[src/rtl/pipeline_ctrl.sv]
// pipeline_ctrl: stall/flush sequencer for the 5-stage pipeline.
// Optional stall counter enabled by defining PIPE_STALL_COUNT_EN.
module pipeline_ctrl #(
    parameter int unsigned WAIT_MAX = 255
) (
    input  logic        clk,
    input  logic        reset,
    input  logic        stop,
    input  logic        branch_taken,
    input  logic        dmem_req,
    input  logic        dmem_ready,
    input  logic        halt,
    output logic        pc_we,
    output logic        ifid_we,
    output logic        ifid_flush,
    output logic        idex_flush,
    output logic        exmem_flush,
    output logic        pipe_we,
    output logic        halted,
    output logic        mem_err
`ifdef PIPE_STALL_COUNT_EN
    ,
    output logic [15:0] stall_count
`endif
);

    typedef enum logic [1:0] {
        S_RUN    = 2'd0,
        S_WAIT   = 2'd1,
        S_HALTED = 2'd2
    } state_t;

    state_t     r_state;
    state_t     w_next;
    logic [7:0] r_cnt;
    logic [7:0] w_cnt_nxt;
    logic       r_err;
    logic       w_err_set;
    logic       w_run;
    logic       w_active;

    // Code 2'd3 is never entered; it falls into the halted decode.
    assign w_active = (r_state == S_RUN) || (r_state == S_WAIT);
    assign mem_err  = r_err;

    // Next-state and Mealy outputs; reset forces every output quiet.
    always_comb begin
        pc_we       = 1'b0;
        ifid_we     = 1'b0;
        ifid_flush  = 1'b0;
        idex_flush  = 1'b0;
        exmem_flush = 1'b0;
        pipe_we     = 1'b0;
        halted      = 1'b0;
        w_next      = r_state;
        w_cnt_nxt   = r_cnt;
        w_err_set   = 1'b0;
        w_run       = 1'b0;

        case (r_state)
            S_RUN: w_run = 1'b1;
            S_WAIT: begin
                if (dmem_ready) begin
                    w_run = 1'b1;
                end else if (r_cnt == 8'(WAIT_MAX)) begin
                    w_next    = S_HALTED;
                    w_err_set = 1'b1;
                end else begin
                    w_cnt_nxt = r_cnt + 8'd1;
                end
            end
            default: halted = 1'b1;
        endcase

        // Frozen branch/stop from a wait are honoured on the exit cycle.
        if (w_run) begin
            w_next    = S_RUN;
            w_cnt_nxt = 8'd0;
            if (halt) begin
                w_next = S_HALTED;
            end else if (dmem_req && !dmem_ready) begin
                w_next    = S_WAIT;
                w_cnt_nxt = 8'd1;
            end else if (branch_taken) begin
                pc_we       = 1'b1;
                ifid_we     = 1'b1;
                pipe_we     = 1'b1;
                ifid_flush  = 1'b1;
                idex_flush  = 1'b1;
                exmem_flush = 1'b1;
            end else if (stop) begin
                idex_flush = 1'b1;
                pipe_we    = 1'b1;
            end else begin
                pc_we   = 1'b1;
                ifid_we = 1'b1;
                pipe_we = 1'b1;
            end
        end

        if (reset) begin
            pc_we       = 1'b0;
            ifid_we     = 1'b0;
            ifid_flush  = 1'b0;
            idex_flush  = 1'b0;
            exmem_flush = 1'b0;
            pipe_we     = 1'b0;
            halted      = 1'b0;
        end
    end

    // State, wait counter and sticky timeout flag.
    always_ff @(posedge clk or posedge reset) begin
        if (reset) begin
            r_state <= S_RUN;
            r_cnt   <= 8'd0;
            r_err   <= 1'b0;
        end else begin
            r_state <= w_next;
            r_cnt   <= w_cnt_nxt;
            r_err   <= r_err | w_err_set;
        end
    end

`ifdef PIPE_STALL_COUNT_EN
    logic [15:0] r_stall;

    assign stall_count = r_stall;

    // Saturating count of cycles in which the PC is held.
    always_ff @(posedge clk or posedge reset) begin
        if (reset) begin
            r_stall <= 16'd0;
        end else if (w_active && !pc_we && (r_stall != 16'hFFFF)) begin
            r_stall <= r_stall + 16'd1;
        end
    end
`endif

endmodule

[config.mk]
export PLATFORM = sky130hd
export DESIGN_NAME = pipeline_ctrl
export DESIGN_NICKNAME = d
export VERILOG_FILES = /design/src/rtl/pipeline_ctrl.sv
export SDC_FILE = /design/constraint.sdc
export NUM_CORES = 1
export LEC_CHECK = 0
export CORE_AREA = 5 5 42 44
export DETAILED_ROUTE_END_ITERATION = 7
export DIE_AREA = 0 0 47 49
export DONT_BUFFER_PORTS = 1
export GPL_ROUTABILITY_DRIVEN = 0
export PLACE_DENSITY_LB_ADDON = 0.3
export SLEW_MARGIN = 10
export SYNTH_ARGS = -nofsm -noshare
export SYNTH_HDL_FRONTEND = slang
export SYNTH_SLANG_ARGS = --single-unit
[constraint.sdc]
create_clock -name clk -period 3.9 [get_ports clk]
set_clock_uncertainty 0.05 [all_clocks]
set_input_delay 0.78 -clock clk [delete_from_list [all_inputs] [get_ports clk]]
set_output_delay 0.78 -clock clk [all_outputs]
set_load 0.05 [all_outputs]
; Word-level counts from Yosys, hierarchy flattened
; Index checks and enable logic that the tools add are counted.
; W data, S select, Z words.
[op_classes]
add_sub_neg = 1
eq_ne = 4
mux = 40
n_bitwise = 1
n_reduce_logical = 8
[ops]
columns = operator, count
row1 = $mux W8, 4
row2 = $mux W1, 30
row3 = $mux W2, 5
row4 = $add A8 B1 Y8 const B, 1
row5 = $eq A8 B8 Y1 const B, 1
row6 = $reduce_and A3 Y1, 2
row7 = $reduce_bool A2 Y1, 2
row8 = $eq A2 B1 Y1 const B, 1
row9 = $logic_not A2 Y1, 1
row10 = $ne A2 B1 Y1 const B, 1
row11 = $ne A2 B2 Y1 const B, 1
row12 = $pmux W1 S2, 1
row13 = $reduce_or A2 Y1, 1
row14 = $logic_and A1 B1 Y1, 1
row15 = $logic_not A1 Y1, 1
row16 = $or A1 B1 Y1, 1
[totals]
regBits = 11
inputBits = 7
output_inout_bits = 8

; Logic depth before layout (Yosys ltp)
; Gate-level depths: netlist of the first run.
[depth]
ltp_word = 6
ltp_mapped = 5

; Worst setup path before layout of the first run
; OpenSTA, ideal clock, no wires.
[synth_path]
kind = input port to output port
start = in reset
end = out pc_we
arrival_time_ns = 2.208
required_ns = 3.070
setup_slack_ns = 0.862
path_stages = 4
path_buffers = 1
path_cell_list = nor3_1 o21ai_1 a21oi_1 buf_4
[synth_via]
elab_chain_cells = 1
[synth_lines]
columns = element, line
row1 = "start, declared", 7  ; input logic reset,
row2 = $mux W1, --
row3 = "end, declared", 13  ; output logic pc_we,
; Every way passes these cells.

; Worst setup path in the final report of the first run
[layout_path]
start = reg r_state[1]
end = out idex_flush
[layout_via]
elab_chain_cells = 4
[layout_lines]
columns = element, line
row1 = "start, declared", 33  ; state_t r_state;
row2 = "start signal, assigned", 119  ; r_state <= w_next;
row3 = $eq A2 B1 Y1 or $logic_not A2 Y1 (tied branches), 60  ; case (r_state)
row4 = $pmux W1 S2 (*), 60
row5 = $mux W1 (*), 76  ; if (w_run) begin
row6 = $mux W1 (*), 101  ; if (reset) begin
row7 = "end, declared", 16  ; output logic idex_flush,
; Every way passes the cells marked *; elsewhere a longest branch is shown, timed or not.

==> results of run 1 <==
-- cell usage after synthesis --
cell type  number  area [um2]
ha_1            1        12.5
o211ai_1        1        7.51
nor3_1          2        10.0
buf_6           1        11.3
a32o_1          1        10.0
o22ai_1         1        6.26
nand3b_1        1        7.51
nand2_1         2        7.51
o31ai_2         1        12.5
a21oi_1         6        30.0
inv_2           1        3.75
a31o_1          1        8.76
dfrtp_1        11         275
a41oi_1         1        8.76
and3b_1         1        8.76
o21ai_0         1        5.00
a31oi_1         4        25.0
nand4b_1        1        8.76
nor2b_1         2        12.5
o21bai_1        1        7.51
a211oi_1        1        7.51
nor2_1          9        33.8
nor4_1          1        6.26
inv_1           3        11.3
a21o_1          2        15.0
buf_4           3        22.5
and4_1          1        8.76
o21ai_1         2        10.0
a211oi_2        2        25.0
nand3_1         2        10.0
buf_2           1        5.00
nand4_1         3        18.8
nand2b_1        1        6.26
nand2_2         1        6.26
nand4_2         1        12.5
and3_1          2        12.5
o31ai_1         1        7.51
-- per-layer routing --
layer | share of wire | track usage | vias up
met5 | 0 | 0 | -
met1 | 0.45 | 0.195 | 285
met3 | 0.052 | 0.0443 | 4
met4 | 0.013 | 0.0415 | 0
met2 | 0.48 | 0.226 | 18
li1 | - | - | 294
-- flip-flops by register name, indices dropped and copies added (netlist names) --
name / cells
r_cnt: 8
r_state: 2
mem_err: 1
-- stage by stage --
stage | cells | total power (W)
after CTS | 94 | 0.000203
final | 94 | 0.000201
after detailed placement | 90 | 0.000123
after global placement | 90 | 0.000123
after global routing | 94 | 0.000211
after floorplan | 77 | 0.000122
-- path summary, 6_finish.rpt --
| kind | start | to | slack, ps |
|---|---|---|---|
| worst max-delay path | r_state[1]$_DFFE_PP0P_ | idex_flush | 1180 |
| worst min-delay path | reset | r_cnt[0]$_DFFE_PP0P_ | 330 |
| worst max register to register | r_cnt[0]$_DFFE_PP0P_ | r_cnt[1]$_DFFE_PP0P_ | 2240 |
| worst min register to register | r_state[0]$_DFFE_PP0P_ | r_state[0]$_DFFE_PP0P_ | 480 |
| max in group asynchronous | reset | r_cnt[1]$_DFFE_PP0P_ | 3160 |
| min in group clk | r_state[0]$_DFFE_PP0P_ | r_state[0]$_DFFE_PP0P_ | 480 |
-- critical path, delay by kind of cell (launching register included) --
| family | cells | cell delay [ps] |
|---|---|---|
| AND/OR/NAND/NOR | 2 | 940 |
| flip-flops | 1 | 510 |
| AO/OA/AOI/OAI | 1 | 170 |
-- cell type report --
| type | count | area, um2 |
|---|---|---|
| Clock buffer | 4 | 26.3 |
| Fill cell | 144 | 674 |
| Inverter | 4 | 15.0 |
| Multi-Input combinational cell | 57 | 375 |
| Sequential cell | 11 | 275 |
| Tap cell | 16 | 20.0 |
| Timing Repair Buffer | 2 | 15.0 |
-- logic make-up after synthesis --
logic type,Yosys count
and+or+nand+nor,30
AOI/OAI and AO/OA,26
DFF,11
buffers and inverters,9
adders and majority gates,1
-- power by group --
part | switching, W | total [W] | leakage, nW | internal [W]
clock | 0.0000413 | 0.0000809 | 0.0150 | 0.0000395
sequential | 0 | 0.000114 | 0.133 | 0.000114
combinational | 0.00000538 | 0.00000658 | 0.154 | 0.00000120
==> metrics.md, run 1 <==
| Metric | Value |
|---|---|
| Hold_buf cts | 0 |
| RSZ-0062 raised after global routing | false |
| Largest family of logic cells by synthesized area | compound AO/OA/AOI/OAI gates |
| Critical path capture point type | output pin |
| Layout Nets | 87 |
| Root Buffer | clkbuf_4 |
| FP Rows | 14 |
| Worst-path maximum fanout | 12 |
| Commonest non-fill, non-tap cell in the layout | dfrtp_1 |
| Distinct cells, synth | 37 |
| Antenna cells | 0 |
| Post-Synth Adder-Cell Area | 0.0179 |
| Initial core utilization | 0.498 |
| Setup CP Type | reg2out |
| Final setup viols | 0 |
| Most frequent cells in the layout | 11 x dfrtp_1, 8 x nor2_1, 5 x a21oi_1 |
| Clk_lat worst skew | 270 ps |
| Final min period | 2720 ps |
| Pin count of the biggest net entering global routing | 13 |
| Clock Sinks | 11 |
| Hold Slack | 334 ps |
| Layout cells sized above 1 | 0.167 |
| CTS H-Tree Depth | 1 |
| All-layer global routing usage | 0.147 |
| Synth Area per Inst | 9.07 um2 |
| Worst Setup Slack, final | 1180 ps |
| Sequential-to-total area share from yosys stat | 0.394 |
| Max Slew Vio Count | 0 |
| Status | finished clean |
| Setup TNS | 0 ps |
| PwrDens | 277 nW/um2 |
| Leak | 0.301 nW |
| Setup crit start kind | flop |
| Die span in x | 47 um |
| Worst-path clk slew | 80 ps |
| Starting DRT DRC Count | 11 |
| Slew HR | 0.401 |
| Core box area | 1400 um2 |
| Drt wl/cell | 15.9 um |
| Initial antenna violation count | 0 |
| Post-Route WL | 1500 um |
| Vias | 601 |
| Vias per cell | 6.39 |
| CTS tree | built |
| Number of top-level pins | 15 |
| Post-route design area | 727 um2 |
| Simple-gate area share of the yosys netlist | 0.244 |
| Global-route wire length before repair | 2530 um |
| Gr ovfl total | 0 |
| Post-synthesis mux area share | 0 |
| Slew @ Worst Pin | 896 ps |
| Synthesis-to-layout area growth | 4.12% |
| DR DRC count | 0 |
| Pre-CTS setup slack | 1260 ps |
| Resize count post-CTS | 0 |
| Mapped Area | 698 um2 |
| Total CTS buffers | 3 |
| Vias in the first global route | 585 |
| Synth Warn # | 0 |
| Critical Path Max Stage Delay | 720 ps |
| Clk buf depth | 2 |
| Die Span Y | 49 um |
| Crit path DAT | 1890 ps |
| Post-synthesis xor/xnor area fraction | 0 |
| Final Cycle Share | 0.696 |
| Synth Net Count | 85 |
| CP cell instances | nor3_1 -> o21ai_1 -> nor2_1 |
| CP max stage cell | nor2_1 |
| Post-CTS setup buffers | 0 |
| Die footprint | 2300 um2 |
| Flops & latches, synth | 11 |
| Post-Synthesis Cells | 77 |
| Worst-case reg-to-reg path depth | 4 |
| Dpl cell area | 701 um2 |
| MaxCap Viol Count | 0 |
| CP required | 3070 ps |
| Hold WC Path Type | in2async |
| Post-route ant nets | 0 |
| TritonRoute pass-1 iters | 4 |
| Final Hold Viols | 0 |
| FMAX | 368 MHz |
| Worst VDD drop | 0.241 mV |
| Util after Layout | 0.519 |
| Synth Area in Compound Gates | 0.267 |
| PortBufs | 0 |
| Post-DP HPWL | 1070 um |
(Power assumes the default switching activity.)
==> run 2: changes to the inputs <==
Clock period 3.9 ns to 2.7 ns, I/O delays scaled along.
==> run 2 against run 1 <==
Sequential power rose by 45%. Global-route usage decreased by 0.66 points. Utilization increased by 1.1 points. Wire length is 5.6% lower. Clock power grew 41%. Combinational power up 61%. Largest cell class unchanged.
==> metrics.md, run 2 (same netlist as run 1, synthesis figures left out) <==
| Metric | Value |
|---|---|
| Worst VDD drop | 0.282 mV (was 0.241 mV) |
| Worst-path maximum fanout | 12 (unchanged) |
| CTS H-Tree Depth | 1 (unchanged) |
| Initial antenna violation count | 0 (unchanged) |
| Post-CTS setup buffers | 0 (unchanged) |
| Post-DP HPWL | 1090 um (was 1070 um) |
| Most frequent cells in the layout | 11 x dfrtp_1, 8 x nor2_1, 5 x a21oi_1 (unchanged) |
| CTS tree | built (unchanged) |
| Layout fillers | 140 (was 144) |
| Final setup viols | 0 (unchanged) |
| Die footprint | 2300 um2 (unchanged) |
| RR Endpoint | r_cnt[1]$_DFFE_PP0P_ (unchanged) |
| Crit path DAT | 1570 ps (was 1890 ps) |
| Die span in x | 47 um (unchanged) |
| Setup crit end | ifid_we (was idex_flush) |
| Pin count of the biggest net entering global routing | 13 (unchanged) |
| Number of top-level pins | 15 (unchanged) |
| Clock Sinks | 11 (unchanged) |
| Commonest non-fill, non-tap cell in the layout | dfrtp_1 (unchanged) |
| CP Launch Point | r_state[1]$_DFFE_PP0P_ (unchanged) |
| Layout cells sized above 1 | 0.188 (was 0.167) |
| Total CTS buffers | 3 (unchanged) |
| Final Cycle Share | 0.801 |
| FMAX | 462 MHz |
| Final min period | 2160 ps |
| Critical path capture point type | output pin (unchanged) |
| Antenna cells | 0 (unchanged) |
| PwrDens | 390 nW/um2 (was 277 nW/um2) |
| FP Rows | 14 (unchanged) |
| Hold_buf cts | 0 (unchanged) |
| PortBufs | 0 (unchanged) |
| Largest Register | r_cnt (unchanged) |
| CP required | 2110 ps (was 3070 ps) |
| RSZ-0062 raised after global routing | false (unchanged) |
| Worst-case reg-to-reg path depth | 4 (unchanged) |
| MaxCap Viol Count | 0 (unchanged) |
| Slew @ Worst Pin | 478 ps (was 896 ps) |
| DR DRC count | 0 (unchanged) |
| Gr ovfl total | 0 (unchanged) |
| Global-route wire length before repair | 2480 um (was 2530 um) |
| Final Hold Viols | 0 (unchanged) |
| Util after Layout | 0.529 (was 0.519) |
| Max Slew Vio Count | 0 (unchanged) |
| Worst-path clk slew | 70 ps (was 80 ps) |
| Drt wl/cell | 14.7 um (was 15.9 um) |
| All-layer global routing usage | 0.141 (was 0.147) |
| Worst r2r src | r_cnt[0]$_DFFE_PP0P_ (unchanged) |
| Post-route ant nets | 0 (unchanged) |
| Status | finished clean (unchanged) |
| Leak | 0.312 nW (was 0.301 nW) |
| Hold WC Path Type | in2async (unchanged) |
| Core box area | 1400 um2 (unchanged) |
| Total power | 0.000289 W (was 0.000201 W) |
| Vias | 593 (was 601) |
| Slew HR | 0.681 (was 0.401) |
| Post-Route WL | 1410 um (was 1500 um) |
| Synthesis-to-layout area growth | 6.27% (was 4.12%) |
| Setup CP Type | reg2out (unchanged) |
| Root Buffer | clkbuf_4 (unchanged) |
| Layout Nets | 89 (was 87) |
| Starting DRT DRC Count | 3 (was 11) |
| R2r setup slk | 1050 ps (was 2240 ps) |
| Clk buf depth | 2 (unchanged) |
| Max reg flops | 8 (unchanged) |
| Setup crit start kind | flop (unchanged) |
| Resize count post-CTS | 0 (unchanged) |
| Vias in the first global route | 583 (was 585) |
| Vias per cell | 6.18 (was 6.39) |
| Clk_lat worst skew | 270 ps (about the same) |
| Setup TNS | 0 ps (unchanged) |
| Initial core utilization | 0.498 (unchanged) |
| Die Span Y | 49 um (unchanged) |
| TritonRoute pass-1 iters | 4 (unchanged) |
run 2: stage by stage:
| step | instances | setup WS (ps) | area (um2) | hold WS (ps) |
|---|---|---|---|---|
| global placement | 92 | 856 | 716 | 401 |
| finish | 96 | 537 | 742 | 90.7 |
| detailed placement | 92 | 838 | 716 | 408 |
| global route | 96 | 406 | 742 | 127 |
| floorplan | 77 | 141 | 698 | 342 |
| CTS | 96 | 537 | 742 | 118 |
run 2: how the worst min path moves through the flow:
| stage | to | slack (ps) | cells after the start |
|---|---|---|---|
| after floorplan | mem_err$_DFF_PP0_ | 340 | 1 |
| after global placement | r_cnt[0]$_DFFE_PP0P_ | 400 | 1 |
| after detailed placement | r_state[0]$_DFFE_PP0P_ | 410 | 1 |
| after CTS | r_state[0]$_DFFE_PP0P_ | 120 | 1 |
| after global routing | r_cnt[3]$_DFFE_PP0P_ | 130 | 1 |
| final | r_state[0]$_DFFE_PP0P_ | 90 | 1 |
run 2: metal layers:
metal | up-vias | share of wire | GRT usage
li1 | 295 | - | -
met4 | 0 | 0.011 | 0.0276
met5 | - | 0 | 0
met1 | 283 | 0.45 | 0.185
met3 | 3 | 0.042 | 0.0369
met2 | 12 | 0.50 | 0.226
run 2: power breakdown:
part / internal (W) / switching [W] / total, W / leakage [nW]
sequential: 0.000165 / 0 / 0.000165 / 0.133
combinational: 0.00000270 / 0.00000792 / 0.0000106 / 0.164
clock: 0.0000572 / 0.0000566 / 0.000114 / 0.0150
run 2: worst max-delay path, stage by stage, from the launching register on:
cell and delay (ps):
dfrtp_1 500, nor3_1 210, o21ai_1 160, a21oi_2 130
buf_4 290
run 2: final cells by class:
cell class / count / area [um2] / area share
Clock buffer: 4 / 26.3 / 0.0354
Multi-Input combinational cell: 57 / 375 / 0.506
Sequential cell: 11 / 275 / 0.371
Tap cell: 16 / 20.0 / 0.0270
Timing Repair Buffer: 4 / 30.0 / 0.0405
Inverter: 4 / 15.0 / 0.0202
